`config.mk`:
```
export PLATFORM = sky130hd
export DESIGN_NAME = sram_rd_pipe
export DESIGN_NICKNAME = d
export VERILOG_FILES = /design/src/rtl/sram_rd_pipe.sv
export SDC_FILE = /design/constraint.sdc
export NUM_CORES = 1
export LEC_CHECK = 0
export BUFFER_PORTS_ARGS = -buffer_cell sky130_fd_sc_hd__buf_2
export CAP_MARGIN = 25
export CORE_MARGIN = 8
export CORE_UTILIZATION = 30
export DETAILED_ROUTE_END_ITERATION = 8
export PLACE_DENSITY_LB_ADDON = 0.25
export SYNTH_ARGS = -nofsm -noshare
export SYNTH_HDL_FRONTEND = slang
export SYNTH_SLANG_ARGS = --single-unit
```
`constraint.sdc`:
```
create_clock -name clk -period 0.8 [get_ports clk]
set_input_delay 0.16 -clock clk [delete_from_list [all_inputs] [get_ports clk]]
set_output_delay 0.16 -clock clk [all_outputs]
set_load 0.005 [all_outputs]
```
`src/rtl/sram_rd_pipe.sv`:
```
// Fixed-depth shift register carrying sampled read requests {valid, addr, ub_n, lb_n}
// from the address-sample edge to the DQ drive point.
module sram_rd_pipe #(
   parameter int unsigned LAT    = 1,
   parameter int unsigned ADDR_W = 18
) (
   input  logic              clk,
   input  logic              rst,
   input  logic              in_valid_i,
   input  logic [ADDR_W-1:0] in_addr_i,
   input  logic              in_ub_n_i,
   input  logic              in_lb_n_i,
   output logic              out_valid_o,
   output logic [ADDR_W-1:0] out_addr_o,
   output logic              out_ub_n_o,
   output logic              out_lb_n_o
);

   logic [LAT-1:0]    valid_q;
   logic [LAT-1:0]    ub_n_q;
   logic [LAT-1:0]    lb_n_q;
   logic [ADDR_W-1:0] addr_q [LAT];

   always_ff @(posedge clk) begin
      if (rst) begin
         valid_q <= '0;
         ub_n_q  <= '1;
         lb_n_q  <= '1;
         for (int unsigned i = 0; i < LAT; i++) addr_q[i] <= '0;
      end else begin
         valid_q[0] <= in_valid_i;
         ub_n_q[0]  <= in_ub_n_i;
         lb_n_q[0]  <= in_lb_n_i;
         addr_q[0]  <= in_addr_i;
         for (int unsigned i = 1; i < LAT; i++) begin
            valid_q[i] <= valid_q[i-1];
            ub_n_q[i]  <= ub_n_q[i-1];
            lb_n_q[i]  <= lb_n_q[i-1];
            addr_q[i]  <= addr_q[i-1];
         end
      end
   end

   assign out_valid_o = valid_q[LAT-1];
   assign out_ub_n_o  = ub_n_q[LAT-1];
   assign out_lb_n_o  = lb_n_q[LAT-1];
   assign out_addr_o  = addr_q[LAT-1];

endmodule

```
==> flow_summary.toml <==
[outcome]
status = "complete, but fails checks"
violations = "negative setup slack"

[pwr]
p_comb_share_pct = 9.4
clkPwrFrac_pct = 27.9
power_density_nw_per_um2 = 2110
power_switching_w = 0.000377
power_switching_share_pct = 21.2
ir_worst_vdd_uv = 1060
power_frac_seq_pct = 62.7
p_leak_nw = 0.421
intPower_w = 0.00140
power.total_w = 0.00178

[sta]
rsz0062_at_grt = "true"
worst_slack_ns = -0.0995
timing.slew.headroom_pct = 77.2
post-route-period-util_pct = 112
whs_ns = 0.0327
min_period_ns = 0.900
hold_violations = 0
slew_viol_final = 0
tightest_slew_ns = 0.342
fmax_ghz = 1.11
final-setup-viol-count = 21

[worst_setup_path]
crit_path_start = "out_lb_n_o$_SDFF_PP1_"
cp-start-kind = "register"
critPathBufInv = 1
path_delay_family = "flip-flops"
slowest_stage = "dfxtp_2"
required_ns = 0.64
crit_type = "reg2out"
end_kind = "output pin"
cp_cell_sequence = "buf_2"
crit_arrival_ns = 0.74
path_max_fanout = 1
max_stage_delay_ns = 0.33

[cts]
ctsHoldBuffers = 0
post_cts_buffers = 0
cts_tree = "built"
h-tree-depth = 1
max-clock-path-buffers = 2
cts_buffers = 3
cts.sinks = 21
cts_root_buf = "clkbuf_4"
path_clk_slew_ns = 0.11

[final_layout]
drive_above_1_share_pct = 55.1
syn2layout_area_growth_pct = 48.0
n_antenna_cell = 0
n_fill_cell = 172
final_nets = 113

[floorplanning]
die_area_um2 = 3540
initial_core_util_pct = 32.5
pin_count = 44
fp-row-count = 15
die_w_um = 59.5
design.core.area_um2 = 1750
fp.dieH_um = 59.5

[placed_design]
post-place-ws_ns = 0.0150
gp_congestion = 0.630
port_buffers = 43

[drt]
routed_wirelength_mm = 1.35
routed_via_density = 3.68
drt_iter0_drc = 3
firstDrtPassIters = 2
wl_met2_um = 684
vias = 420
wl_met1_um = 532
highest_layer = "met4"
routedWlPerCell_um = 11.9
drc = 0
ant_nets = 0
wl_met3_um = 107

[global_route]
grt_max_degree = 22
grt_util_all_layers_pct = 7.23
grt_pass1_vias = 398
overflow = 0
grt_pass1_wl_mm = 1.83
antenna_found_initial = 0

[yosys]
synth_nets = 67
synth_cell_types = 5
synthesis.instances = 44
syn_area_per_cell_um2 = 12.9
synth_seq_cells = 21
seq_area_frac_synth_pct = 74.0
netlist_area_um2 = 568
synth_warnings = 0

[flow_run]
max_cap_violations = 0

[min_path]
hold_class = "in2reg"
hp-start = "in_ub_n_i"
## power by group through the flow
stage / Combinational (W) / Clock [W] / Sequential, W
after floorplan: 0.0000500 / 0 / 0.00115
after global placement: 0.000163 / 0 / 0.00113
after detailed placement: 0.000166 / 0 / 0.00114
after CTS: 0.000167 / 0.000511 / 0.00111
after global routing: 0.000186 / 0.000531 / 0.00112
final: 0.000167 / 0.000496 / 0.00111
## synth_stat cells, drive strengths merged
library cell | count | share of area (%)
dfxtp | 21 | 74
buf | 2 | 2.9
nor2b | 19 | 21
or2 | 2 | 2.2
## what timing repair did
item                                   in CTS  in global routing
setup endpoints to repair                  21                 21
endpoints found under the hold margin       0                  0
resized for setup                           1                  4
gates cloned                                0                  0
## cell families (layout without fill, tap and decap cells)
logic type | after synthesis | after routing | synth area share [%]
flip-flops | 21 | 21 | 74.0
AND/OR/NAND/NOR | 21 | 21 | 23.1
buffers and inverters | 2 | 47 | 2.86
## stage by stage
stage                     instances  area, µm²  util (%)  TNS [ns]
after global routing            114        841      48.2     -2.36
after detailed placement        110        798      45.7         0
final                           114        841      48.2     -1.73
after floorplan                  44        568         -         0
after global placement          110        798      45.7         0
after CTS                       114        826      47.3     -1.99
## final timing paths
| kind | endpoint | cells after the start | slack, ns |
|---|---|---|---|
| setup / recovery | out_lb_n_o | 1 | -0.1 |
| hold / removal | out_ub_n_o$_SDFF_PP1_ | 2 | 0.03 |
## registers in the layout (all words and copies together), names as in the netlist
register,count
addr_q,18
out_valid_o,1
out_ub_n_o,1
out_lb_n_o,1
## layer usage
metal  global-route usage [%]  vias up
met5                        0        -
met4                     8.16        0
met3                     1.52        2
met2                     13.3       19
met1                     5.83      178
li1                         -      221
## cells in the final DEF, fill, tap and decap left out
master and instances:
buf_2 41, dfxtp_2 3, nor2b_1 19, buf_6 2, clkbuf_4 3, clkbuf_1 1, dfxtp_1 18, or2_1 2
## final cells by class
| cell class | instances | area (µm²) | share of cell area, % |
|---|---|---|---|
| Timing Repair Buffer | 43 | 228 | 27.1 |
| Clock buffer | 4 | 26.3 | 3.13 |
| Multi-Input combinational cell | 21 | 131 | 15.6 |
| Sequential cell | 21 | 424 | 50.4 |
| Tap cell | 25 | 31.3 | 3.72 |
(Power assumes the default switching activity.)
